## src/rtl/pattern_pkg.sv

```systemverilog
// Shared types and defaults for the pattern serializer and its sub-blocks.
package pattern_pkg;

  typedef enum logic {
    IDLE  = 1'b0,
    SHIFT = 1'b1
  } ser_state_t;

  localparam int PATTERN_WORD_W_DEF = 8;

endpackage

```

## src/rtl/pattern_word_counter.sv

```systemverilog
// Wrapping completed-word counter; advances by one on each cycle inc_i is high.
module pattern_word_counter #(
  parameter int CNT_W = 16
) (
  input  logic             clk,
  input  logic             rst,
  input  logic             inc_i,
  output logic [CNT_W-1:0] count_o
);

  logic [CNT_W-1:0] count_q;

  // Count register; wraps naturally modulo 2^CNT_W.
  always_ff @(posedge clk or posedge rst) begin
    if (rst) begin
      count_q <= '0;
    end else if (inc_i) begin
      count_q <= count_q + CNT_W'(1);
    end
  end

  assign count_o = count_q;

endmodule

```

## src/rtl/pattern_serializer.sv

```systemverilog
// Parallel-to-serial feeder for the serial pattern detector.
// Words arrive on a valid/ready handshake and leave one bit per clock on
// out_bit, qualified by out_en. A new word may be accepted on the last-bit
// cycle of the current one so consecutive words stream without a gap.
// Bit order: LSB first by default; define PATTERN_SER_MSB_FIRST_EN for MSB first.
//
// Handshake: a word transfers on a rising edge where in_valid && in_ready.
// in_ready depends only on registered state and ser_en, never on in_valid;
// in_data is sampled only on that transfer edge.
module pattern_serializer
  import pattern_pkg::*;
#(
  parameter int WORD_W = PATTERN_WORD_W_DEF,
  parameter int CNT_W  = 16
) (
  input  logic              clk,
  input  logic              rst,
  input  logic              ser_en,
  input  logic              in_valid,
  output logic              in_ready,
  input  logic [WORD_W-1:0] in_data,
  output logic              out_bit,
  output logic              out_en,
  output logic              word_done,
  output logic              busy,
  output logic [CNT_W-1:0]  words_sent
);

  localparam int BC_W = $clog2(WORD_W);
  localparam logic [BC_W-1:0] LAST_IDX = BC_W'(WORD_W - 1);

  ser_state_t        state_q, state_d;
  logic [WORD_W-1:0] shreg_q, shreg_d;    // bits still to be presented
  logic [BC_W-1:0]   bit_cnt_q, bit_cnt_d;
  logic              out_bit_q, out_bit_d;
  logic              out_en_q, out_en_d;
  logic              last;
  logic              accept;

  assign last     = (state_q == SHIFT) && (bit_cnt_q == LAST_IDX);
  assign in_ready = ser_en && ((state_q == IDLE) || last);
  assign accept   = in_valid && in_ready;

  // Next-state and datapath decode: load on accept, shift mid-word, retire on last bit.
  always_comb begin
    state_d   = state_q;
    shreg_d   = shreg_q;
    bit_cnt_d = bit_cnt_q;
    out_bit_d = out_bit_q;
    out_en_d  = out_en_q;
    if (accept) begin
      state_d   = SHIFT;
      bit_cnt_d = '0;
      out_en_d  = 1'b1;
`ifdef PATTERN_SER_MSB_FIRST_EN
      out_bit_d = in_data[WORD_W-1];
      shreg_d   = {in_data[WORD_W-2:0], 1'b0};
`else
      out_bit_d = in_data[0];
      shreg_d   = {1'b0, in_data[WORD_W-1:1]};
`endif
    end else if ((state_q == SHIFT) && !last) begin
      bit_cnt_d = bit_cnt_q + BC_W'(1);
`ifdef PATTERN_SER_MSB_FIRST_EN
      out_bit_d = shreg_q[WORD_W-1];
      shreg_d   = {shreg_q[WORD_W-2:0], 1'b0};
`else
      out_bit_d = shreg_q[0];
      shreg_d   = {1'b0, shreg_q[WORD_W-1:1]};
`endif
    end else if (last) begin
      // Last bit presented and nothing new accepted: drop back to idle, line low.
      state_d   = IDLE;
      bit_cnt_d = '0;
      shreg_d   = '0;
      out_bit_d = 1'b0;
      out_en_d  = 1'b0;
    end
  end

  // State and datapath registers; reset discards any in-flight word.
  always_ff @(posedge clk or posedge rst) begin
    if (rst) begin
      state_q   <= IDLE;
      shreg_q   <= '0;
      bit_cnt_q <= '0;
      out_bit_q <= 1'b0;
      out_en_q  <= 1'b0;
    end else begin
      state_q   <= state_d;
      shreg_q   <= shreg_d;
      bit_cnt_q <= bit_cnt_d;
      out_bit_q <= out_bit_d;
      out_en_q  <= out_en_d;
    end
  end

  assign out_bit   = out_bit_q;
  assign out_en    = out_en_q;
  assign word_done = last;
  assign busy      = (state_q == SHIFT);

  pattern_word_counter #(
    .CNT_W(CNT_W)
  ) u_word_counter (
    .clk    (clk),
    .rst    (rst),
    .inc_i  (last),
    .count_o(words_sent)
  );

endmodule

```

## config.mk

```make
export PLATFORM = sky130hd
export DESIGN_NAME = pattern_serializer
export DESIGN_NICKNAME = d
export VERILOG_FILES = /design/src/rtl/pattern_pkg.sv /design/src/rtl/pattern_word_counter.sv /design/src/rtl/pattern_serializer.sv
export SDC_FILE = /design/constraint.sdc
export NUM_CORES = 1
export LEC_CHECK = 0
export CAP_MARGIN = 10
export CORE_ASPECT_RATIO = 2
export CORE_MARGIN = 4
export CORE_UTILIZATION = 45
export CTS_BUF_LIST = sky130_fd_sc_hd__clkbuf_2
export DETAILED_ROUTE_END_ITERATION = 7
export PLACE_DENSITY = 0.78
export SKIP_LAST_GASP = 1
export SLEW_MARGIN = 20
export SYNTH_ARGS = -nofsm -noshare
export SYNTH_HDL_FRONTEND = slang
export SYNTH_SLANG_ARGS = --single-unit
export TNS_END_PERCENT = 50
```

## constraint.sdc

```tcl
create_clock -name clk -period 1.8 [get_ports clk]
set_input_delay 0.36 -clock clk [delete_from_list [all_inputs] [get_ports clk]]
set_output_delay 0.36 -clock clk [all_outputs]
set_load 0.05 [all_outputs]
```

**Word-level counts from Yosys, hierarchy flattened**

Cells that the tools add are included.

- Output and inout port bits: 21
- Latch bits: 0
- Bits in writable memories: 0
- Register bits: 29
- Word-level logic and storage cells: 30
- ROM bits: 0
- Input port bits: 12
- Memories kept: 0

- Div/mod/pow operators: 0
- $add $sub $neg: 2
- Order comparisons: 0
- Equal/unequal tests: 2
- Multiply operators: 0
- Shift operators: 0
- Reduce and logical (&&, ||, !) cells: 9
- Bitwise operators: 1
- Multiplexer cells: 11

Operators by type and width:

| operator | count |
|---|---|
| two-way mux 8 bit | 3 |
| adder 16 x 1 -> 16 bit (second input constant) | 1 |
| two-way mux 3 bit | 3 |
| two-way mux 1 bit | 5 |
| logical AND 1 bit | 4 |
| adder 3 x 1 -> 3 bit (second input constant) | 1 |
| == test 3 bit (second input constant) | 1 |
| nonzero test 3 bit | 1 |
| != test 2 bit (second input constant) | 1 |
| AND reduction 2 bit | 1 |
| nonzero test 2 bit | 1 |
| zero test 1 bit | 1 |
| logical OR 1 bit | 1 |
| NOT 1 bit | 1 |

**Longest topological paths before layout**

- Word-level depth: 7
- Depth in mapped cells: 7

**Hierarchy**

A second synthesis with hierarchy kept.

- Cells, all modules: 111
- Area total of the unflattened synthesis: 1,292.5 um^2

Modules (own cells, without submodules):

| module | area an instance (um^2) | times used | seq. area each (um^2) | cells each |
|---|---|---|---|---|
| pattern_word_counter | 710.7 | 1 | 400.4 | 57 |
| pattern_serializer | 581.8 | 1 | 300.3 | 54 |

**Worst setup path before layout**

OpenSTA, ideal clock, no wires.

- Kind: reg2reg
- From: register bit_cnt_q[0]
- To: register shreg_q[3]
- Period minus slack after synthesis: 1,775 ps
- Cell stages (with the launch flop): 8
- Slack: 25 ps
- Required time: 1,673 ps
- Arrival: 1,648 ps
- Buffers on the path: 1
- Setup time: 127 ps
- Cell sequence: dfrtp_1 -> ha_1 -> ha_1 -> nand2b_1 -> and3_1 -> buf_6 -> a222oi_1 -> inv_1

- Cells in the longest elaborated chain, start to end: 6
- Elaborated cells between the ends (all ways): 10
- Classes of those cells: eq/ne: 1; mux: 2; reduce/logical: 7

Ends and longest elaborated chain:

| element | line | source |
|---|---|---|
| start, declared | pattern_serializer.sv:34 | `logic [BC_W-1:0] bit_cnt_q, bit_cnt_d;` |
| start signal, assigned | pattern_serializer.sv:92 | `bit_cnt_q <= bit_cnt_d;` |
| == test 3 bit (*) | pattern_serializer.sv:40 | `assign last = (state_q == SHIFT) && (bit_cnt_q == LAST_IDX);` |
| logical AND 1 bit (*) | pattern_serializer.sv:40 |  |
| zero test 1 bit or logical OR 1 bit (tied branches) | pattern_serializer.sv:62, pattern_serializer.sv:41 |  |
| logical AND 1 bit, on equally long branches | pattern_serializer.sv:62, pattern_serializer.sv:41 |  |
| two-way mux 8 bit or logical AND 1 bit (tied branches) | pattern_serializer.sv:62, pattern_serializer.sv:42 |  |
| two-way mux 8 bit or nonzero test 3 bit (tied branches) | - |  |
| end signal, assigned | pattern_serializer.sv:91 | `shreg_q <= shreg_d;` |
| end, declared | pattern_serializer.sv:33 | `logic [WORD_W-1:0] shreg_q, shreg_d;` |

Every way passes the cells marked *; elsewhere a longest branch is shown, timed or not.
A chain may end at the register's enable or synchronous reset.

**Worst setup path after layout**

- From: register bit_cnt_q[0]
- To: output port in_ready

- Cells in the longest elaborated chain, start to end: 4

Ends and longest elaborated chain:

| element | line | source |
|---|---|---|
| == test 3 bit | pattern_serializer.sv:40 |  |
| logical AND 1 bit | pattern_serializer.sv:40 |  |
| logical OR 1 bit | pattern_serializer.sv:41 | `assign in_ready = ser_en && ((state_q == IDLE) \|\| last);` |
| logical AND 1 bit | pattern_serializer.sv:41 |  |
| end, declared | pattern_serializer.sv:20 | `output logic in_ready,` |

Every way passes these cells.

==> run_results.csv <==
group,metric,value,unit
critical_path,required,1.44,ns
floorplanning,die_h,82.7,um
outcome,violations,"setup timing",
timing,finalCriticalPeriod,1.97,ns
timing,hold_ws,0.294,ns
yosys,synth_cells,115,
timing,fin_worst_skew,0.00741,ns
critical_path,r2r_start,"bit_cnt_q[0]",
route,avgViaCountPerCell,5.36,
grt,grt_remaining_overflow,0,
clocking,clk_transition_reported_paths,0.26,ns
clocking,cts_buffers,3,
worst_hold_path,worstHoldPathType,"in -> async",
clocking,htreeDepth,1,
timing,slew_viol_final,0,
yosys,ys_seq_area_share,55.8,%
critical_path,end_kind,"output pin",
timing,max_freq,508,MHz
critical_path,startpoint,"bit_cnt_q[0]",
route,wl_per_cell,15.0,um
floorplanning,core_area,2600,um2
floorplanning,io_pins,33,
floorplanning,rows,26,
placement,dpl.hpwl,2080,um
outcome,outcome,"complete, but fails checks",
floorplanning,initial_core_util,48.3,%
critical_path,cp_data_arrival_time,1.61,ns
critical_path,crit_type,"reg -> out",
clocking,insertion_delay,0.37,ns
route,drtIter0Drc,30,
timing,layout_worst_path_cycle_share,109,%
power_and_ir_drop,power.leakage,0.887,nW
yosys,ys.warnings.count,0,
grt,grt_pass1_vias,1044,
grt,antenna_found_initial,0,
placement,gp_congestion,0.738,
timing,rsz0062_at_grt,"yes",
clocking,clock-sinks,28,
route,drcViolationCount,0,
critical_path,startpoint_type,"register",
placement,port_buffers,32,
critical_path,critPathMaxFanout,4,
floorplanning,die_w,45.4,um
route,firstDrtPassIters,4,
yosys,ys_ff_latch,28,
clocking,ctsLongestPathBuffers,2,
yosys,synth_area,1260,um2
placement,postPlaceCellArea,1610,um2
clocking,root_buffer,"clkbuf_2",
grt,grt_max_degree,29,
timing,worstMarginPinSlew,0.389,ns
power_and_ir_drop,ir_drop,0.00128,V
timing,setup_viol,4,
layout,drive_gt1_share,28.6,%
yosys,syn_nets,130,
layout,nets,177,
route,finalWirelength,2840,um
clocking,cts_tree,"yes",
grt,grtUsageTotal,16.5,%
layout,area_growth,37.6,%
timing,slew_headroom,74.1,%
timing,setup_ws,-0.168,ns
route,vias,1013,
yosys,yosysUniqueCellTypes,28,
timing,hold_violations,0,
yosys,syn_avg_cell_area,10.9,um2
flow_run,cap_viol_max_count,0,
floorplanning,floorplan.die_area,3750,um2
clocking,postCtsHoldBufs,0,
route,ant_nets,0,
layout,diodes,0,
layout,fin_area,1730,um2
grt,grt_pass1_wl,4560,um
power_and_ir_drop,p_per_area,1300,nW/um2
## final timing paths
kind | cells past startpoint | endpoint | slack (ns)
hold reg to reg | 1 | u_word_counter.count_o[15] | 0.50
setup / recovery | 5 | in_ready | -0.17
setup reg to reg | 8 | u_word_counter.count_o[11] | -0.05
min in group clk | 3 | shreg_q[6] | 0.47
max in group asynchronous | 3 | bit_cnt_q[0] | 1.23
hold / removal | 3 | shreg_q[6] | 0.29
## cells in the mapped netlist
| master | n | share of area [%] |
|---|---|---|
| a21oi_1 | 1 | 0.40 |
| a222oi_1 | 3 | 2.4 |
| and2_1 | 2 | 1.0 |
| and3_1 | 4 | 2.0 |
| and4_1 | 1 | 0.70 |
| buf_4 | 1 | 0.60 |
| buf_6 | 1 | 0.90 |
| clkbuf_1 | 1 | 0.30 |
| dfrtp_1 | 28 | 56 |
| ha_1 | 3 | 3.0 |
| inv_1 | 5 | 1.5 |
| inv_2 | 1 | 0.30 |
| mux2_2 | 1 | 0.90 |
| nand2_1 | 25 | 7.5 |
| nand2b_1 | 1 | 0.50 |
| nand3_1 | 4 | 1.6 |
| nand3b_1 | 1 | 0.60 |
| nand4_1 | 4 | 2.0 |
| nand4_2 | 1 | 1.0 |
| nor2_1 | 2 | 0.60 |
| nor2_2 | 1 | 0.50 |
| nor2b_1 | 1 | 0.50 |
| nor3_4 | 1 | 1.3 |
| o211ai_1 | 4 | 2.4 |
| o21ai_1 | 1 | 0.40 |
| o22ai_1 | 2 | 1.0 |
| xnor2_1 | 11 | 7.7 |
| xor2_1 | 4 | 2.8 |
## layout by cell type, fill, tap and decap left out, types with 2 or more instances in the layout
master,n
o22ai_1,2
clkdlybuf4s50_1,11
o211ai_1,4
inv_1,5
xnor2_1,11
a222oi_1,3
dfrtp_1,28
buf_4,30
buf_12,3
nand4_1,4
and3_1,4
clkbuf_2,3
nor2_1,2
xor2_1,4
nand2_1,25
nand3_1,4
## power by group
group	switching (mW)	internal, mW	leakage (nW)
logic	0.609	0.501	0.502
clock network	0.186	0.0482	0.0140
registers	0.136	0.774	0.371
## area by class of cell
cell class	instances	area, um2
Clock buffer	3	15.0
Clock inverter	1	3.75
Fill cell	230	875
Inverter	6	22.5
Multi-Input combinational cell	78	541
Sequential cell	28	701
Tap cell	28	35.0
Timing Repair Buffer	45	410
## what timing repair did
action / CTS / global route
gates cloned: 0 / 0
endpoints found under the setup margin: 5 / 13
endpoints found under the hold margin: 0 / 0
pin swaps: 3 / 3
setup buffers: 5 / 3
resized for setup: 7 / 1
## per-stage QoR
step | setup TNS (ns) | utilization, % | worst slack, ns | power (mW) | instances
final | -0.335 | 66.4 | -0.168 | 2.25 | 189
after global placement | 0 | 61.9 | 0.0733 | 1.85 | 177
after CTS | -0.274 | 65.3 | -0.165 | 2.24 | 186
after detailed placement | -0.00194 | 61.9 | -0.00194 | 1.89 | 177
after floorplan | 0 | - | 0.0252 | 1.52 | 115
after global routing | -1.23 | 66.4 | -0.244 | 2.38 | 189
## layer usage
layer	global-route usage, %	vias up	routed length [um]
li1	-	487	-
met1	17.1	490	1030
met2	32.1	31	1630
met3	1.52	5	144
met4	6.16	0	42
met5	0	-	0
## flip-flops by register name (all words and copies together) (netlist names)
| name | cells |
|---|---|
| out_en | 1 |
| shreg_q | 7 |
| u_word_counter.count_o | 16 |
| out_bit | 1 |
| bit_cnt_q | 3 |
## critical path: stages, from the launching register on
cell      delay, ns
dfrtp_1        0.44
ha_2           0.20
ha_4           0.17
nand2b_4       0.14
and2_4         0.15
buf_8          0.14
## kinds of logic (layout without fill, tap and decap cells)
group                      after synthesis  count (layout)  share of synthesized area [%]
and+or+nand+nor                         48              48                           19.7
DFF                                     28              28                           55.8
xor gates and xnor gates                15              15                           10.5
AOI/OAI and AO/OA                       11              11                           6.57
buffers and inverters                    9              55                           3.59
adders and majority gates                3               3                           2.99
muxes                                    1               1                          0.896
Power figures use the tool's default switching activity.
